==> src/rtl/ifetch_pkg.sv <==
// Shared types and constants for the instruction fetch unit.
// Holds the fetch FSM state type and boot-time defaults.
package ifetch_pkg;

    typedef enum logic [1:0] {
        IDLE  = 2'd0,
        WAIT  = 2'd1,
        FAULT = 2'd2
    } state_t;

    localparam logic [31:0] RESET_PC_DEF = 32'h0040_0000;
    localparam logic [31:0] MIPS_NOP     = 32'h0000_0000;

    // Address of the next sequential instruction, wrapping at 2^32.
    function automatic logic [31:0] next_pc(input logic [31:0] a);
        return a + 32'd4;
    endfunction

endpackage

==> src/rtl/ifetch_unit_timer.sv <==
// Memory-wait timeout counter for the fetch unit.
// Counts cycles spent waiting; o_tc flags the last allowed cycle.
module fetch_timer
#(
    parameter int TIMEOUT_CYC = 16
)
(
    input  logic clk,
    input  logic i_clr,
    input  logic i_en,
    output logic o_tc
);

    localparam int W = (TIMEOUT_CYC > 2) ? $clog2(TIMEOUT_CYC) : 1;

    logic [W-1:0] r_cnt;

    // Clear has priority; otherwise count up while enabled.
    always_ff @(posedge clk) begin
        if (i_clr) begin
            r_cnt <= '0;
        end else if (i_en && !o_tc) begin
            r_cnt <= r_cnt + 1'b1;
        end
    end

    assign o_tc = (r_cnt == W'(TIMEOUT_CYC - 1));

endmodule

==> src/rtl/ifetch_unit.sv <==
// Instruction fetch unit: issues one memory read per start request,
// latches the instruction and next PC, and traps misalignment/timeout.
module ifetch_unit
    import ifetch_pkg::*;
#(
    parameter logic [31:0] RESET_PC    = RESET_PC_DEF,
    parameter int          TIMEOUT_CYC = 16
)
(
    input  logic        clk,
    input  logic        rst,
    input  logic        fetch_start,
    input  logic [31:0] pc_in,
    input  logic        flush,
    input  logic [31:0] imem_rdata,
    input  logic        imem_ready,
    output logic        imem_req,
    output logic [31:0] imem_addr,
    output logic [31:0] ir_out,
    output logic [31:0] npc_out,
    output logic        fetch_done,
    output logic        busy,
    output logic        fault
);

    state_t      r_state;
    logic [31:0] r_addr;
    logic [31:0] r_ir;
    logic [31:0] r_npc;
    logic        r_done;

    logic        w_in_wait;
    logic        w_tmr_clr;
    logic        w_tmr_en;
    logic        w_tc;

    assign w_in_wait = (r_state == WAIT);
    assign w_tmr_clr = rst || (r_state != WAIT);
    assign w_tmr_en  = w_in_wait && !imem_ready && !flush;

    fetch_timer #(
        .TIMEOUT_CYC (TIMEOUT_CYC)
    ) u_timer (
        .clk   (clk),
        .i_clr (w_tmr_clr),
        .i_en  (w_tmr_en),
        .o_tc  (w_tc)
    );

    // Fetch FSM with registered instruction, next-PC and done pulse.
    always_ff @(posedge clk) begin
        if (rst) begin
            r_state <= IDLE;
            r_addr  <= RESET_PC;
            r_ir    <= MIPS_NOP;
            r_npc   <= next_pc(RESET_PC);
            r_done  <= 1'b0;
        end else begin
            r_done <= 1'b0;
            unique case (r_state)
                IDLE: begin
                    if (fetch_start) begin
                        r_addr <= pc_in;
                        if (pc_in[1:0] == 2'b00) begin
                            r_state <= WAIT;
                        end else begin
                            r_state <= FAULT;
                        end
                    end
                end
                WAIT: begin
                    if (flush) begin
                        r_state <= IDLE;
                    end else if (imem_ready) begin
                        r_ir    <= imem_rdata;
                        r_npc   <= next_pc(r_addr);
                        r_done  <= 1'b1;
                        r_state <= IDLE;
                    end else if (w_tc) begin
                        r_state <= FAULT;
                    end
                end
                FAULT: begin
                    if (flush) begin
                        r_state <= IDLE;
                    end
                end
                default: begin
                    r_state <= IDLE;
                end
            endcase
        end
    end

    assign imem_req   = w_in_wait;
    assign imem_addr  = r_addr;
    assign ir_out     = r_ir;
    assign npc_out    = r_npc;
    assign fetch_done = r_done;
    assign busy       = (r_state != IDLE);
    assign fault      = (r_state == FAULT);

endmodule

==> config.mk <==
export PLATFORM = sky130hd
export DESIGN_NAME = ifetch_unit
export DESIGN_NICKNAME = d
export VERILOG_FILES = /design/src/rtl/ifetch_pkg.sv /design/src/rtl/ifetch_unit_timer.sv /design/src/rtl/ifetch_unit.sv
export SDC_FILE = /design/constraint.sdc
export NUM_CORES = 1
export LEC_CHECK = 0
export CAP_MARGIN = 15
export CORE_UTILIZATION = 25
export DETAILED_ROUTE_END_ITERATION = 10
export PLACE_DENSITY = 0.61
export SLEW_MARGIN = 10
export SYNTH_ARGS = -nofsm -noshare
export SYNTH_HDL_FRONTEND = slang
export SYNTH_SLANG_ARGS = --single-unit
==> constraint.sdc <==
create_clock -name clk -period 2 [get_ports clk]
set_clock_uncertainty 0.2 [all_clocks]
set_input_delay 0.4 -clock clk [delete_from_list [all_inputs] [get_ports clk]]
set_output_delay 0.4 -clock clk [all_outputs]
set_load 0.03 [all_outputs]
==> reports/qor.yml, run 1 <==
status: "completed"
grt_pass1_wl_mm: 20.0
drive_gt1_share_pct: 15.4
cts_hold_buf: 0
final_max_slew_viol_count: 0
cp_cell_sequence: "clkdlybuf4s50_1"
syn_area_per_cell_um2: 8.24
cts_buffer_depth: 2
fp.dieW_um: 132
dr.pass1.iters: 4
setup-violations-final: 0
drv_cap: 0
yosysUniqueCellTypes: 41
yosysWarnings: 0
combPwrFrac_pct: 16.0
whs_ps: 252
post_cts.repair.setup_buffers: 0
area_growth_pct: 61.9
viasPerCell: 4.38
fp.dieH_um: 132
place_congestion: 0.775
post_drt_wl_per_cell_um: 13.5
dp_hpwl_mm: 9.29
syn_inst: 516
path_clk_slew_ps: 70
track_usage_pct: 14.7
coreArea_um2: 16600
stdcell_area_um2: 6890
clock_sinks: 103
ant_nets: 0
relSlewSlack_pct: 62.7
hold_viol_final: 0
cts_tree: "built"
htree_num_levels: 3
clockPowerShare_pct: 36.4
worst_pin_slew_ps: 559
period_share_pct: 98.1
final.setup.tns_ps: 0
final_common_cell: "nand2_1"
grt_pass1_vias: 3803
crit_path_end_kind: "output port"
cp.arrival_ps: 1360
hold_class: "reg2reg"
critPathRequiredTime_ps: 1400
fmax_mhz: 510
cpPeakStageDelay_ps: 680
rsz0062_at_grt: "yes"
row_count: 47
antenna_found_initial: 0
place_area_um2: 6560
io_pins: 169
pwr-share-seq_pct: 47.6
grt-ovfl-total: 0
worstPathMaxFanout: 2
grt_start_max_net_pins: 48
swShare_pct: 26.7
start_util_pct: 25.6
ys_ff_latch: 103
ir_worst_vdd_v: 0.000392
dr_total_vias: 4098
cts_root_buffer: "clkbuf_16"
p_sw_w: 0.00122
ys_seq_area_share_pct: 48.5
regArea_um2: 2120
antennaDiodeCount: 0
numCtsBuffers: 9
power_w: 0.00457
drt-initial-drc-count: 135
routed_wl_mm: 12.6
nFillCells: 1716
cpMaxStageDelayCell: "clkdlybuf4s50_1"
clk_latency_ps: 350
io_buffers: 168
nNetsFinal: 781
p_leak_nw: 3.02
multiInputGateArea_um2: 2080
power.density_nw_per_um2: 664
route.detailed.drc: 0
syn_nets: 587
path_class: "reg2out"
p_int_w: 0.00335
die_area_um2: 17500
worst-path-buf-inv: 1
setup.worst_path.start_class: "flip-flop"
critPathTopFamily: "buffers and inverters"
fin_crit_ps: 1960
final_cell_mix: "147 x nand2_1, 93 x clkdlybuf4s50_1, 84 x dfxtp_1"
syn_area_um2: 4250
[layout make-up]
class	count	area share [%]
clock inverters	4	0.291
clock buffers	12	3.73
well taps	220	4.00
inverters	5	0.273
multi-input cells	375	30.2
repair buffers	216	30.7
flip-flops and latches	103	30.8
[synth_stat cells]
| cell | instances | area [um2] |
|---|---|---|
| xor2_1 | 12 | 105 |
| a211oi_2 | 4 | 50.1 |
| or4_4 | 1 | 11.3 |
| nand3_1 | 12 | 60.1 |
| xnor2_1 | 16 | 140 |
| nor2_1 | 38 | 143 |
| and2_1 | 3 | 18.8 |
| buf_1 | 6 | 22.5 |
| nand4_1 | 5 | 31.3 |
| a21oi_1 | 70 | 350 |
| buf_4 | 1 | 7.51 |
| and3_1 | 2 | 12.5 |
| a31oi_1 | 1 | 6.26 |
| ha_1 | 2 | 25.0 |
| and4_2 | 1 | 10.0 |
| or4b_2 | 1 | 10.0 |
| a211o_1 | 2 | 17.5 |
| a211oi_1 | 22 | 165 |
| nand2b_1 | 1 | 6.26 |
| clkbuf_1 | 21 | 78.8 |
| nor3_1 | 6 | 30.0 |
| nor2b_1 | 3 | 18.8 |
| dlygate4sd1_1 | 1 | 8.76 |
| or2_2 | 2 | 12.5 |
| nand4_2 | 1 | 12.5 |
| a311oi_1 | 1 | 8.76 |
| nor3b_1 | 2 | 15.0 |
| nand2_1 | 149 | 559 |
| o21ai_0 | 3 | 15.0 |
| dfxtp_1 | 103 | 2060 |
| mux2i_1 | 1 | 10.0 |
| nor4_1 | 1 | 6.26 |
| inv_1 | 5 | 18.8 |
| nand3b_1 | 1 | 7.51 |
| or3_2 | 2 | 15.0 |
| buf_6 | 4 | 45.0 |
| nor4_2 | 1 | 12.5 |
| a21o_1 | 1 | 7.51 |
| nor4_4 | 4 | 85.1 |
| and4_1 | 2 | 17.5 |
| or3_1 | 2 | 12.5 |
[state kept, by name, summed over array words and instances (netlist names)]
register       flops
imem_addr         32
npc_out           32
fetch_done         1
u_timer.r_cnt      4
r_state            2
ir_out            32
[cells by family after synthesis]
logic type | after synthesis | synth area share (%)
simple gates | 240 | 26.0
compound gates | 104 | 14.6
mux | 1 | 0.235
buf+inv | 38 | 4.27
xor+xnor | 28 | 5.77
fa+ha+maj | 2 | 0.588
flops | 103 | 48.5
[routing by layer]
layer | track usage, % | vias up | share of wire (%)
li1 | - | 2125 | -
met2 | 23.2 | 94 | 46
met1 | 18.8 | 1860 | 47
met5 | 0 | - | 0
met4 | 7.79 | 0 | 3.0
met3 | 3.22 | 19 | 4.4
[power by group through the flow]
stage          clock network, W  registers [W]  logic [W]
2_1_floorplan                 0        0.00236   0.000224
3_3_place_gp                  0        0.00222   0.000778
3_5_place_dp                  0        0.00223   0.000778
4_1_cts                 0.00174        0.00218   0.000741
5_1_grt                 0.00183        0.00219   0.000791
6_report                0.00167        0.00218   0.000730
[per-stage QoR]
stage | setup WS, ps | util [%] | instances
6_report | 37.9 | 41.5 | 935
5_1_grt | -38.2 | 41.5 | 935
4_1_cts | -3.75 | 40.9 | 935
3_5_place_dp | -355 | 39.6 | 919
3_3_place_gp | -330 | 39.6 | 919
2_1_floorplan | -42.2 | - | 516
[worst paths after layout]
check | slack (ps) | cells after the start | to | start
setup / recovery | 40 | 1 | ir_out[2] | ir_out[2]
hold / removal | 250 | 2 | ir_out[22] | ir_out[22]
setup reg to reg | 40 | 6 | npc_out[25] | imem_addr[19]
hold reg to reg | 250 | 2 | ir_out[22] | ir_out[22]
[repair_timing]
item	in CTS	in global routing
resized for setup	51	43
pin swaps	0	3
hold endpoints to repair	0	0
endpoints found under the setup margin	50	70
No activity file was read; power rests on OpenSTA's default activity.
==> inputs of run 2 (changes only) <==
--- a/config.mk
+++ b/config.mk
@@ -8,7 +8,6 @@
 export CAP_MARGIN = 15
 export CORE_UTILIZATION = 25
 export DETAILED_ROUTE_END_ITERATION = 10
-export PLACE_DENSITY = 0.61
 export SLEW_MARGIN = 10
 export SYNTH_ARGS = -nofsm -noshare
 export SYNTH_HDL_FRONTEND = slang
==> constraint.sdc (replaced) <==
create_clock -name clk -period 2.43 [get_ports clk]
set_clock_uncertainty 0.2 [all_clocks]
set_input_delay 0.486 -clock clk [delete_from_list [all_inputs] [get_ports clk]]
set_output_delay 0.486 -clock clk [all_outputs]
set_load 0.03 [all_outputs]
==> reports/qor.yml, run 2 (synthesis gave the netlist of run 1 again) <==
status: "completed"  # unchanged
antenna_found_initial: 0  # unchanged
coreArea_um2: 16600  # unchanged
io_buffers: 168  # unchanged
dpl.cell_count: 906  # was 919
grt_pass1_vias: 3809  # was 3803
place_congestion: 0.706  # was 0.775
clk_latency_ps: 350  # about the same
critPathRequiredTime_ps: 1740  # was 1400 ps
clock_sinks: 103  # unchanged
min_path_cells: 2  # unchanged
holdPathEnd: "ir_out[20]"  # was ir_out[22]
cpMaxStageDelayCell: "clkdlybuf4s50_1"  # unchanged
final_cells: 922  # was 935
drt-initial-drc-count: 142  # was 135
ir_worst_vdd_v: 0.000329  # was 0.000392 V
final_cell_mix: "164 x clkdlybuf4s50_1, 149 x nand2_1, 103 x dfxtp_1"  # was 147 x nand2_1, 93 x clkdlybuf4s50_1, 84 x dfxtp_1
io_pins: 169  # unchanged
period_share_pct: 91.8
route.detailed.drc: 0  # unchanged
nNetsFinal: 768  # was 781
grt_start_max_net_pins: 46  # was 48
rrSetupSlack_ps: 300  # was 40 ps
area_growth_pct: 55.9  # was 61.9%
fin_util_pct: 40.0  # was 41.5%
final.setup.tns_ps: 0  # unchanged
numCtsBuffers: 9  # unchanged
worst-path-buf-inv: 1  # unchanged
cpPeakStageDelay_ps: 730  # was 680 ps
hold_viol_final: 0  # unchanged
cts_buffer_depth: 2  # unchanged
r2r_end: "npc_out[22]"  # was npc_out[25]
grt_pass1_wl_mm: 20.2  # was 20.0 mm
p_leak_nw: 2.33  # was 3.02 nW
post_drt_wl_per_cell_um: 13.6  # was 13.5 um
die_area_um2: 17500  # unchanged
path_clk_slew_ps: 60  # was 70 ps
drv_cap: 0  # unchanged
dr.pass1.iters: 4  # unchanged
min-delay-start: "ir_out[20]"  # was ir_out[22]
nFillCells: 1712  # was 1716
final_common_cell: "clkdlybuf4s50_1"  # was nand2_1
row_count: 47  # unchanged
fp.dieW_um: 132  # unchanged
cts_root_buffer: "clkbuf_16"  # unchanged
power.density_nw_per_um2: 568  # was 664 nW/um2
cp_cell_sequence: "clkdlybuf4s50_1"  # unchanged
worstPathMaxFanout: 7  # was 2
cp.arrival_ps: 1550  # was 1360 ps
cts_tree: "built"  # unchanged
htree_num_levels: 3  # unchanged
fmax_mhz: 448
dr_total_vias: 3992  # was 4098
crit_path_end_kind: "output port"  # unchanged
drive_gt1_share_pct: 9.83  # was 15.4%
reg2regPathDepth: 5  # was 6
track_usage_pct: 14.7  # about the same
pre_cts_ws_ps: -41.6  # was -355 ps
setup.worst_path.start_class: "flip-flop"  # unchanged
critPathTopFamily: "buffers and inverters"  # unchanged
whs_ps: 254  # was 252 ps
ant_nets: 0  # unchanged
fin_crit_ps: 2230
routed_wl_mm: 12.5  # was 12.6 mm
setup_ws_ps: 198  # was 37.9 ps
hold_class: "reg2reg"  # unchanged
fp.dieH_um: 132  # unchanged
relSlewSlack_pct: 64.1  # was 62.7%
r2r_start: "imem_addr[17]"  # was imem_addr[19]
antennaDiodeCount: 0  # unchanged
rsz0062_at_grt: "no"  # was yes
start_util_pct: 25.6  # unchanged
viasPerCell: 4.33  # was 4.38
final_max_slew_viol_count: 0  # unchanged
dp_hpwl_mm: 9.05  # was 9.29 mm
worst_pin_slew_ps: 539  # was 559 ps
path_class: "reg2out"  # unchanged
setup-violations-final: 0  # unchanged
grt-ovfl-total: 0  # unchanged
-- run 2: cell types whose count changed in the layout (fill, tap and decap cells not counted), moves of 3 or more --
cell and delta:
dlymetal6s2s_1 -22, clkinv_2 +3, clkdlybuf4s50_1 +71, buf_12 -3, dfxtp_1 +19, clkbuf_2 -3
dfxtp_2 -4, buf_4 -8, dfxtp_4 -15, dlygate4sd2_1 -46
-- run 2: final cells by class --
class	count	area [um2]	share of cell area, %
well taps	220	275	4.15
flip-flops and latches	103	2060	31.1
repair buffers	203	1990	30.0
multi-input cells	375	2010	30.3
clock buffers	12	256	3.87
inverters	5	18.8	0.283
clock inverters	4	20.0	0.302
-- run 2: worst max path at each step --
stage	cells after the start	startpoint	endpoint	slack (ps)
floorplan	6	imem_addr[2]	npc_out[22]	20
global placement	6	imem_ready	u_timer.r_cnt[3]	-40
detailed placement	6	imem_ready	u_timer.r_cnt[3]	-40
CTS	3	r_state[1]	busy	40
global route	1	imem_addr[6]	imem_addr[6]	120
finish	1	imem_addr[4]	imem_addr[4]	200
-- run 2: tightest hold or removal path, delay by kind of cell, from the launching register on --
| family | cells | cell delay, ps |
|---|---|---|
| and+or+nand+nor | 1 | 50 |
| AOI/OAI and AO/OA | 1 | 50 |
| DFF | 1 | 310 |
-- run 2: power by group --
| group | switching (W) | total (W) | leakage [nW] | internal (W) |
|---|---|---|---|---|
| combinational | 0.000315 | 0.000609 | 1.35 | 0.000294 |
| clock | 0.000616 | 0.00136 | 0.142 | 0.000744 |
| sequential | 0.0000571 | 0.00180 | 0.835 | 0.00174 |
| total | 0.000988 | 0.00377 | 2.33 | 0.00278 |
-- run 2: what timing repair did --
| item | in CTS | in global routing |
|---|---|---|
| endpoints found under the setup margin | 0 | 3 |
| resized for setup | 0 | 3 |
| buffers inserted | 0 | 0 |
| hold buffers | 0 | 0 |
-- run 2: metal layers --
layer  wire length (um)  track usage (%)
met5                  0                0
met4                181             5.56
met3                626             3.56
met2               5910             23.6
met1               5780             19.0
-- run 2: metrics by stage --
stage          total power (W)  cell area (um2)
2_1_floorplan          0.00212             4250
3_3_place_gp           0.00245             6350
3_5_place_dp           0.00245             6350
4_1_cts                0.00384             6620
5_1_grt                0.00396             6630
6_report               0.00377             6630
